## config.mk

```make
export PLATFORM = sky130hd
export DESIGN_NAME = led_ctrl
export DESIGN_NICKNAME = d
export VERILOG_FILES = /design/src/rtl/led_ctrl_pkg.sv /design/src/rtl/led_ctrl_timer.sv /design/src/rtl/led_ctrl.sv
export SDC_FILE = /design/constraint.sdc
export NUM_CORES = 1
export LEC_CHECK = 0
export ABC_AREA = 1
export BUFFER_PORTS_ARGS = -buffer_cell sky130_fd_sc_hd__buf_2
export CORE_UTILIZATION = 55
export CTS_CLUSTER_DIAMETER = 60
export DETAILED_ROUTE_END_ITERATION = 8
export GPL_TIMING_DRIVEN = 0
export PLACE_DENSITY = 0.92
export SLEW_MARGIN = 15
export SYNTH_ARGS = -nofsm -noshare
export SYNTH_HDL_FRONTEND = slang
export SYNTH_SLANG_ARGS = --single-unit
```

## constraint.sdc

```tcl
create_clock -name clk -period 2.45 [get_ports clk]
set_input_delay 0.245 -clock clk [delete_from_list [all_inputs] [get_ports clk]]
set_output_delay 0.245 -clock clk [all_outputs]
set_load 0.05 [all_outputs]
```

## src/rtl/led_ctrl_pkg.sv

```systemverilog
// Shared encodings, CPU field positions and the read-word packer for the
// LED display controller (led_ctrl).
package led_ctrl_pkg;

    typedef enum logic [1:0] {
        OWN_HB  = 2'd0,
        OWN_SW  = 2'd1,
        OWN_ERR = 2'd2
    } owner_e;

    typedef enum logic {
        ST_IDLE  = 1'b0,
        ST_WRITE = 1'b1
    } state_e;

    localparam int PAT_W          = 12;
    localparam int SW_EN_BIT      = 16;
    localparam int ERR_CLR_BIT    = 17;
    localparam int RD_SHOWN_LSB   = 0;
    localparam int RD_OWNER_LSB   = 28;
    localparam int RD_ERR_ACT_BIT = 31;

    localparam logic [3:0] ERR_GREEN = 4'b1000;

    // CPU read word: {err_act, 0, owner, 16'b0, shown}
    function automatic logic [31:0] rd_word(input logic             err_act,
                                            input logic [1:0]       owner,
                                            input logic [PAT_W-1:0] shown);
        logic [31:0] w;
        w                           = 32'h0000_0000;
        w[RD_ERR_ACT_BIT]           = err_act;
        w[RD_OWNER_LSB +: 2]        = owner;
        w[RD_SHOWN_LSB +: PAT_W]    = shown;
        return w;
    endfunction

endpackage

```

## src/rtl/led_ctrl_timer.sv

```systemverilog
// Tick-driven reloadable down-counter; `done` pulses on the tick that
// completes a PERIOD-tick interval. An idle (zero) counter starts a fresh interval.
module led_ctrl_timer #(
    parameter int            TW     = 16,
    parameter logic [TW-1:0] PERIOD = TW'(1)
) (
    input  logic clk,
    input  logic rst,
    input  logic load,
    input  logic run,
    input  logic tick,
    output logic done
);

    logic [TW-1:0] cnt_r;
    logic [TW-1:0] base_s;
    logic [TW-1:0] next_s;

    // Next count value and terminal-tick detection
    always_comb begin
        base_s = (cnt_r == '0) ? PERIOD : cnt_r;
        next_s = base_s - TW'(1);
        done   = run & tick & ~load & (next_s == '0);
    end

    // Counter register: reload wins over counting
    always_ff @(posedge clk) begin
        if (rst) begin
            cnt_r <= '0;
        end else if (load) begin
            cnt_r <= PERIOD;
        end else if (run & tick) begin
            cnt_r <= next_s;
        end else begin
            cnt_r <= cnt_r;
        end
    end

endmodule

```

## src/rtl/led_ctrl.sv

```systemverilog
// LED display arbiter (ERR > SW > HB) with a two-state LSB write sequencer.
// Optional feature macro: LED_CTRL_BLINK_EN (blinks the red error code).
module led_ctrl
    import led_ctrl_pkg::*;
#(
    parameter int HOLD_TICKS  = 2000,
    parameter int HB_TICKS    = 500,
    parameter int BLINK_TICKS = 125,
    parameter int TW          = 16
) (
    input  logic        clk,
    input  logic        rst,
    input  logic        tick,
    input  logic        stb,
    input  logic        we,
    input  logic [31:0] data_in,
    output logic [31:0] data_out,
    output logic        ack,
    input  logic        err_req,
    input  logic [7:0]  err_code,
    output logic        lsb_stb,
    output logic        lsb_we,
    output logic [15:0] lsb_data,
    input  logic        lsb_ack
);

    logic [PAT_W-1:0] sw_pat_r;
    logic             sw_en_r;
    logic             err_act_r;
    logic [7:0]       err_code_r;
    logic             hb_r;
    logic [PAT_W-1:0] shadow_r;
    logic [PAT_W-1:0] wr_word_r;
    state_e           state_r;

    state_e           state_nx_s;
    logic [PAT_W-1:0] wr_word_nx_s;
    logic [PAT_W-1:0] shadow_nx_s;
    owner_e           owner_s;
    logic [PAT_W-1:0] desired_s;
    logic             cpu_wr_s;
    logic             err_clr_s;
    logic             hold_done_s;
    logic             hb_done_s;
    logic             blink_off_s;
    logic             unused_data_s;

    assign cpu_wr_s      = stb & we;
    assign err_clr_s     = cpu_wr_s & data_in[ERR_CLR_BIT];
    assign unused_data_s = ^{data_in[31:18], data_in[15:12]};

    led_ctrl_timer #(
        .TW     (TW),
        .PERIOD (TW'(HOLD_TICKS))
    ) u_hold (
        .clk  (clk),
        .rst  (rst),
        .load (err_req),
        .run  (err_act_r),
        .tick (tick),
        .done (hold_done_s)
    );

    led_ctrl_timer #(
        .TW     (TW),
        .PERIOD (TW'(HB_TICKS))
    ) u_hb (
        .clk  (clk),
        .rst  (rst),
        .load (1'b0),
        .run  (1'b1),
        .tick (tick),
        .done (hb_done_s)
    );

`ifdef LED_CTRL_BLINK_EN
    logic blink_r;
    logic blink_done_s;

    led_ctrl_timer #(
        .TW     (TW),
        .PERIOD (TW'(BLINK_TICKS))
    ) u_blink (
        .clk  (clk),
        .rst  (rst),
        .load (err_req),
        .run  (err_act_r),
        .tick (tick),
        .done (blink_done_s)
    );

    // Blink phase: a new error always starts with the code visible
    always_ff @(posedge clk) begin
        if (rst) begin
            blink_r <= 1'b0;
        end else if (err_req) begin
            blink_r <= 1'b0;
        end else if (blink_done_s) begin
            blink_r <= ~blink_r;
        end else begin
            blink_r <= blink_r;
        end
    end

    assign blink_off_s = blink_r;
`else
    localparam int blink_unused = BLINK_TICKS;
    assign blink_off_s = 1'b0;
`endif

    // Software pattern and enable written from the CPU bus
    always_ff @(posedge clk) begin
        if (rst) begin
            sw_pat_r <= {PAT_W{1'b0}};
            sw_en_r  <= 1'b0;
        end else if (cpu_wr_s) begin
            sw_pat_r <= data_in[PAT_W-1:0];
            sw_en_r  <= data_in[SW_EN_BIT];
        end else begin
            sw_pat_r <= sw_pat_r;
            sw_en_r  <= sw_en_r;
        end
    end

    // Error latch: a new request beats a same-cycle clear
    always_ff @(posedge clk) begin
        if (rst) begin
            err_act_r  <= 1'b0;
            err_code_r <= 8'h00;
        end else if (err_req) begin
            err_act_r  <= 1'b1;
            err_code_r <= err_code;
        end else if (err_clr_s | hold_done_s) begin
            err_act_r  <= 1'b0;
            err_code_r <= err_code_r;
        end else begin
            err_act_r  <= err_act_r;
            err_code_r <= err_code_r;
        end
    end

    // Heartbeat bit toggles every HB_TICKS ticks, independent of owner
    always_ff @(posedge clk) begin
        if (rst) begin
            hb_r <= 1'b0;
        end else if (hb_done_s) begin
            hb_r <= ~hb_r;
        end else begin
            hb_r <= hb_r;
        end
    end

    // Fixed-priority arbitration of the display word
    always_comb begin
        owner_s   = OWN_HB;
        desired_s = {4'b0000, hb_r, 7'b000_0000};
        if (err_act_r) begin
            owner_s   = OWN_ERR;
            desired_s = {ERR_GREEN, (blink_off_s ? 8'h00 : err_code_r)};
        end else if (sw_en_r) begin
            owner_s   = OWN_SW;
            desired_s = sw_pat_r;
        end else begin
            owner_s   = OWN_HB;
            desired_s = {4'b0000, hb_r, 7'b000_0000};
        end
    end

    // Sequencer next state: wr_word only loads from IDLE, so it is frozen in WRITE
    always_comb begin
        state_nx_s   = state_r;
        wr_word_nx_s = wr_word_r;
        shadow_nx_s  = shadow_r;
        case (state_r)
            ST_IDLE: begin
                if (desired_s != shadow_r) begin
                    wr_word_nx_s = desired_s;
                    state_nx_s   = ST_WRITE;
                end else begin
                    state_nx_s   = ST_IDLE;
                end
            end
            ST_WRITE: begin
                if (lsb_ack) begin
                    shadow_nx_s = wr_word_r;
                    state_nx_s  = ST_IDLE;
                end else begin
                    state_nx_s  = ST_WRITE;
                end
            end
            default: begin
                state_nx_s = ST_IDLE;
            end
        endcase
    end

    // Sequencer registers
    always_ff @(posedge clk) begin
        if (rst) begin
            state_r   <= ST_IDLE;
            wr_word_r <= {PAT_W{1'b0}};
            shadow_r  <= {PAT_W{1'b0}};
        end else begin
            state_r   <= state_nx_s;
            wr_word_r <= wr_word_nx_s;
            shadow_r  <= shadow_nx_s;
        end
    end

    assign lsb_stb  = (state_r == ST_WRITE);
    assign lsb_we   = lsb_stb;
    assign lsb_data = {4'b0000, wr_word_r};
    assign ack      = stb;
    assign data_out = (stb & ~we) ? rd_word(err_act_r, owner_s, shadow_r) : 32'h0000_0000;

endmodule

```

==> metrics.log <==
INFO  metric path_delay_family = simple AND/OR/NAND/NOR gates
INFO  metric worst_ep_required_time = 2700 ps
INFO  metric detail_route.vias_per_cell = 5.35
INFO  metric synth_area_leaders = sky130_fd_sc_hd__dfxtp_1, sky130_fd_sc_hd__nand2_1, sky130_fd_sc_hd__inv_1
INFO  metric postSynthRegisterBits = 80
INFO  metric cp.arrival = 2500 ps
INFO  metric num_io_pins = 98
INFO  metric postSynthCellCount = 686
INFO  metric commonest_non_fill_non_tap_cells_in_the_layout = sky130_fd_sc_hd__inv_1, sky130_fd_sc_hd__nand2_1, sky130_fd_sc_hd__nor2_1
INFO  metric timing.final.crit_period = 2250 ps
INFO  metric area.growth.synth_to_final = 17.7%
INFO  metric grt_start_max_net_pins = 15
INFO  metric skew = 15.0 ps
INFO  metric timing.final.max_slew_violations = 0
INFO  metric synth-edff-count = 0
INFO  metric design.final.nets = 828
INFO  metric wl = 11500 um
INFO  metric critical_path_depth = 12
INFO  metric timing.critical_path.from = err_act_r$_SDFFE_PP0P_
INFO  metric synth.distinct_cells = 40
INFO  metric io_buffers = 57
INFO  metric clk_root_buffer_cell = sky130_fd_sc_hd__clkbuf_8
INFO  metric timing.slew.headroom = 55.4%
INFO  metric max_freq = 444 MHz
INFO  metric critical_path.reg2reg.endpoint = wr_word_r[4]$_SDFFE_PP0P_
INFO  metric start_util = 57.5%
INFO  metric crit_path_end_kind = flip-flop
INFO  metric leakage = 0.00277 uW
INFO  metric initial_antenna_violation_count = 0
INFO  metric layout-drive-gt1-share = 18.2%
INFO  metric asyncSetResetFlopFracSynth = 0%
INFO  metric fp.dieArea = 8570 sq um
INFO  metric actual_transition_at_the_worst_max_transition_pin = 667 ps
INFO  metric cts_buffer_depth = 2
INFO  metric avgSynthCellArea = 6.58 sq um
INFO  metric clkSlewWorstSetupHoldPaths = 80 ps
INFO  metric grt_overflow_total = 0
INFO  metric critPathBufInv = 4
INFO  metric rsz0062_at_grt = false
INFO  metric crit_slowest_cell = sky130_fd_sc_hd__o22ai_1
INFO  metric gp_routability_congestion = 0.943
INFO  metric maxCapViolations = 0
INFO  metric synth.cell_area = 4510 sq um
INFO  metric route.vias.total = 4724
INFO  metric length_in_cells_of_the_worst_reg_to_reg_path = 12
INFO  metric cp_max_fo = 10
INFO  metric synth_sequential_area_ratio = 35.5%
INFO  metric worst_path_largest_cell_delay = 330 ps
INFO  metric route.antenna.remaining_nets = 0
INFO  metric cts-buffers-inserted = 9
INFO  metric drc_violations = 0
INFO  metric synth_warnings = 0
INFO  metric die_h = 92.6 um
INFO  metric dp_slack = 147 ps
INFO  metric synth_top_area_cell = sky130_fd_sc_hd__dfxtp_1
INFO  metric dominantRegCellSynth = sky130_fd_sc_hd__dfxtp_1
INFO  metric rows = 32
INFO  metric yosys.area.top_type_share = 35.5%
INFO  metric ff2ff_setup_slack = 200 ps
INFO  metric vdd_drop_max = 0.000496 V
INFO  metric vias_in_the_first_global_route = 4276
INFO  metric outcome = complete, no violations
INFO  metric std_cell_core_area = 7850 sq um
INFO  metric grt_pass1_wl = 18800 um
INFO  metric hold_viol = 0
INFO  metric min_period_over_period = 91.9%
INFO  metric critical_path_class = flip-flop to flip-flop
INFO  metric clock_tree.htree_level_count = 3
INFO  metric setup_viol = 0
INFO  metric worstSetupEndpoint = wr_word_r[4]$_SDFFE_PP0P_
INFO  metric powerDensity = 696 nW/um^2
INFO  metric grtUsageTotal = 27.4%
INFO  metric antenna-diode-count = 0
INFO  metric avgRoutedWirePerCell = 13.0 um
INFO  metric dr.first_iter.drc_count = 338
INFO  metric setup.worst_path.start_class = flip-flop
INFO  metric latest_clock_arrival_within_the_worst_skew_pair = 370 ps
INFO  metric rr_startpoint = err_act_r$_SDFFE_PP0P_
INFO  metric min-delay-path-class = input port to flip-flop
INFO  metric detailed_place_hpwl = 8450 um
INFO  metric drtPass1Iterations = 5
INFO  metric cts_sinks = 80
INFO  metric setup_ws = 200 ps
INFO  metric cts_tree = built
INFO  metric die_x = 92.6 um
INFO  metric cp_cell_sequence = buf_4, nor2_4, inv_2, o22ai_1, xor2_1, nor3_1, nand4_1, nand2_2, inv_2, buf_2, nor2_1, nor2_1
INFO  metric fin_setup_tns = 0 ps
cells by family after synthesis:
group / synth area share [%]
buf+inv: 16.3
other cells: 0.0831
xor+xnor: 2.33
fa+ha+maj: 1.11
flops: 35.5
simple gates: 27.5
compound gates: 17.1
registers in the layout (all words and copies together), names as in the netlist:
name	flops
wr_word_r	12
sw_pat_r	12
sw_en_r	1
shadow_r	12
u_hb.cnt_r	16
hb_r	1
lsb_stb	1
u_hold.cnt_r	16
err_act_r	1
err_code_r	8
tightest hold or removal path, stage by stage:
cell and delay [ps]:
sky130_fd_sc_hd__buf_2 80, sky130_fd_sc_hd__nor2_1 40, sky130_fd_sc_hd__nor2_1 80
per-stage QoR:
stage | total power, uW | cell area (sq um) | hold slack [ps] | utilization (%) | cells
2_1_floorplan | 2270 | 4590 | 380 | - | 706
3_3_place_gp | 2450 | 5000 | 432 | 63.7 | 865
3_5_place_dp | 2480 | 5000 | 445 | 63.7 | 865
4_1_cts | 3650 | 5240 | 127 | 66.7 | 880
5_1_grt | 3860 | 5310 | 130 | 67.6 | 883
6_report | 3700 | 5310 | 121 | 67.6 | 883
Yosys cell counts, types with 4 or more instances:
master / count
sky130_fd_sc_hd__inv_2: 5
sky130_fd_sc_hd__nor3_1: 4
sky130_fd_sc_hd__o211ai_1: 21
sky130_fd_sc_hd__o21ai_0: 58
sky130_fd_sc_hd__ha_1: 4
sky130_fd_sc_hd__o22ai_1: 4
sky130_fd_sc_hd__a21oi_1: 43
sky130_fd_sc_hd__clkbuf_1: 16
sky130_fd_sc_hd__nand2_2: 4
sky130_fd_sc_hd__nor2_2: 6
sky130_fd_sc_hd__nand3_1: 36
sky130_fd_sc_hd__nand4_1: 11
sky130_fd_sc_hd__buf_4: 27
sky130_fd_sc_hd__inv_1: 115
sky130_fd_sc_hd__nor2_1: 95
sky130_fd_sc_hd__xor2_1: 9
sky130_fd_sc_hd__nand2_1: 117
sky130_fd_sc_hd__dfxtp_1: 80
final cells by class:
class	instances	area [sq um]
buffer	45	283
clock buffer	9	124
clock inverter	6	115
fill	675	2540
inverter	122	458
multi-input combinational	459	2280
sequential	80	1610
tap	102	128
timing repair buffer	60	308
worst min-delay path by stage:
stage | cells past startpoint | from | slack [ps] | to
after CTS | 3 | err_code[2] | 130 | err_code_r[2]$_SDFFE_PP0P_
after global placement | 2 | sw_pat_r[7]$_SDFFE_PP0P_ | 430 | sw_pat_r[7]$_SDFFE_PP0P_
final | 3 | err_code[2] | 120 | err_code_r[2]$_SDFFE_PP0P_
after detailed placement | 2 | sw_pat_r[7]$_SDFFE_PP0P_ | 440 | sw_pat_r[7]$_SDFFE_PP0P_
after floorplan | 2 | err_code[2] | 380 | err_code_r[2]$_SDFFE_PP0P_
after global routing | 3 | err_code[5] | 130 | err_code_r[5]$_SDFFE_PP0P_
metal layers:
metal	track usage, %	part of all wire (%)	vias up
met5	0	0	-
met4	9.77	2.0	0
met3	4.68	8.2	24
met2	45.1	47	239
met1	36.0	42	2142
li1	-	-	2319
power breakdown:
part | switching (uW) | internal, uW
clock network | 515 | 679
logic | 713 | 307
registers | 77.3 | 1410
repair_timing:
action | in CTS | in global routing
resized for setup | 0 | 17
hold buffers | 0 | 0
buffers inserted | 0 | 3
setup endpoints to repair | 0 | 2
Power figures use the tool's default switching activity.
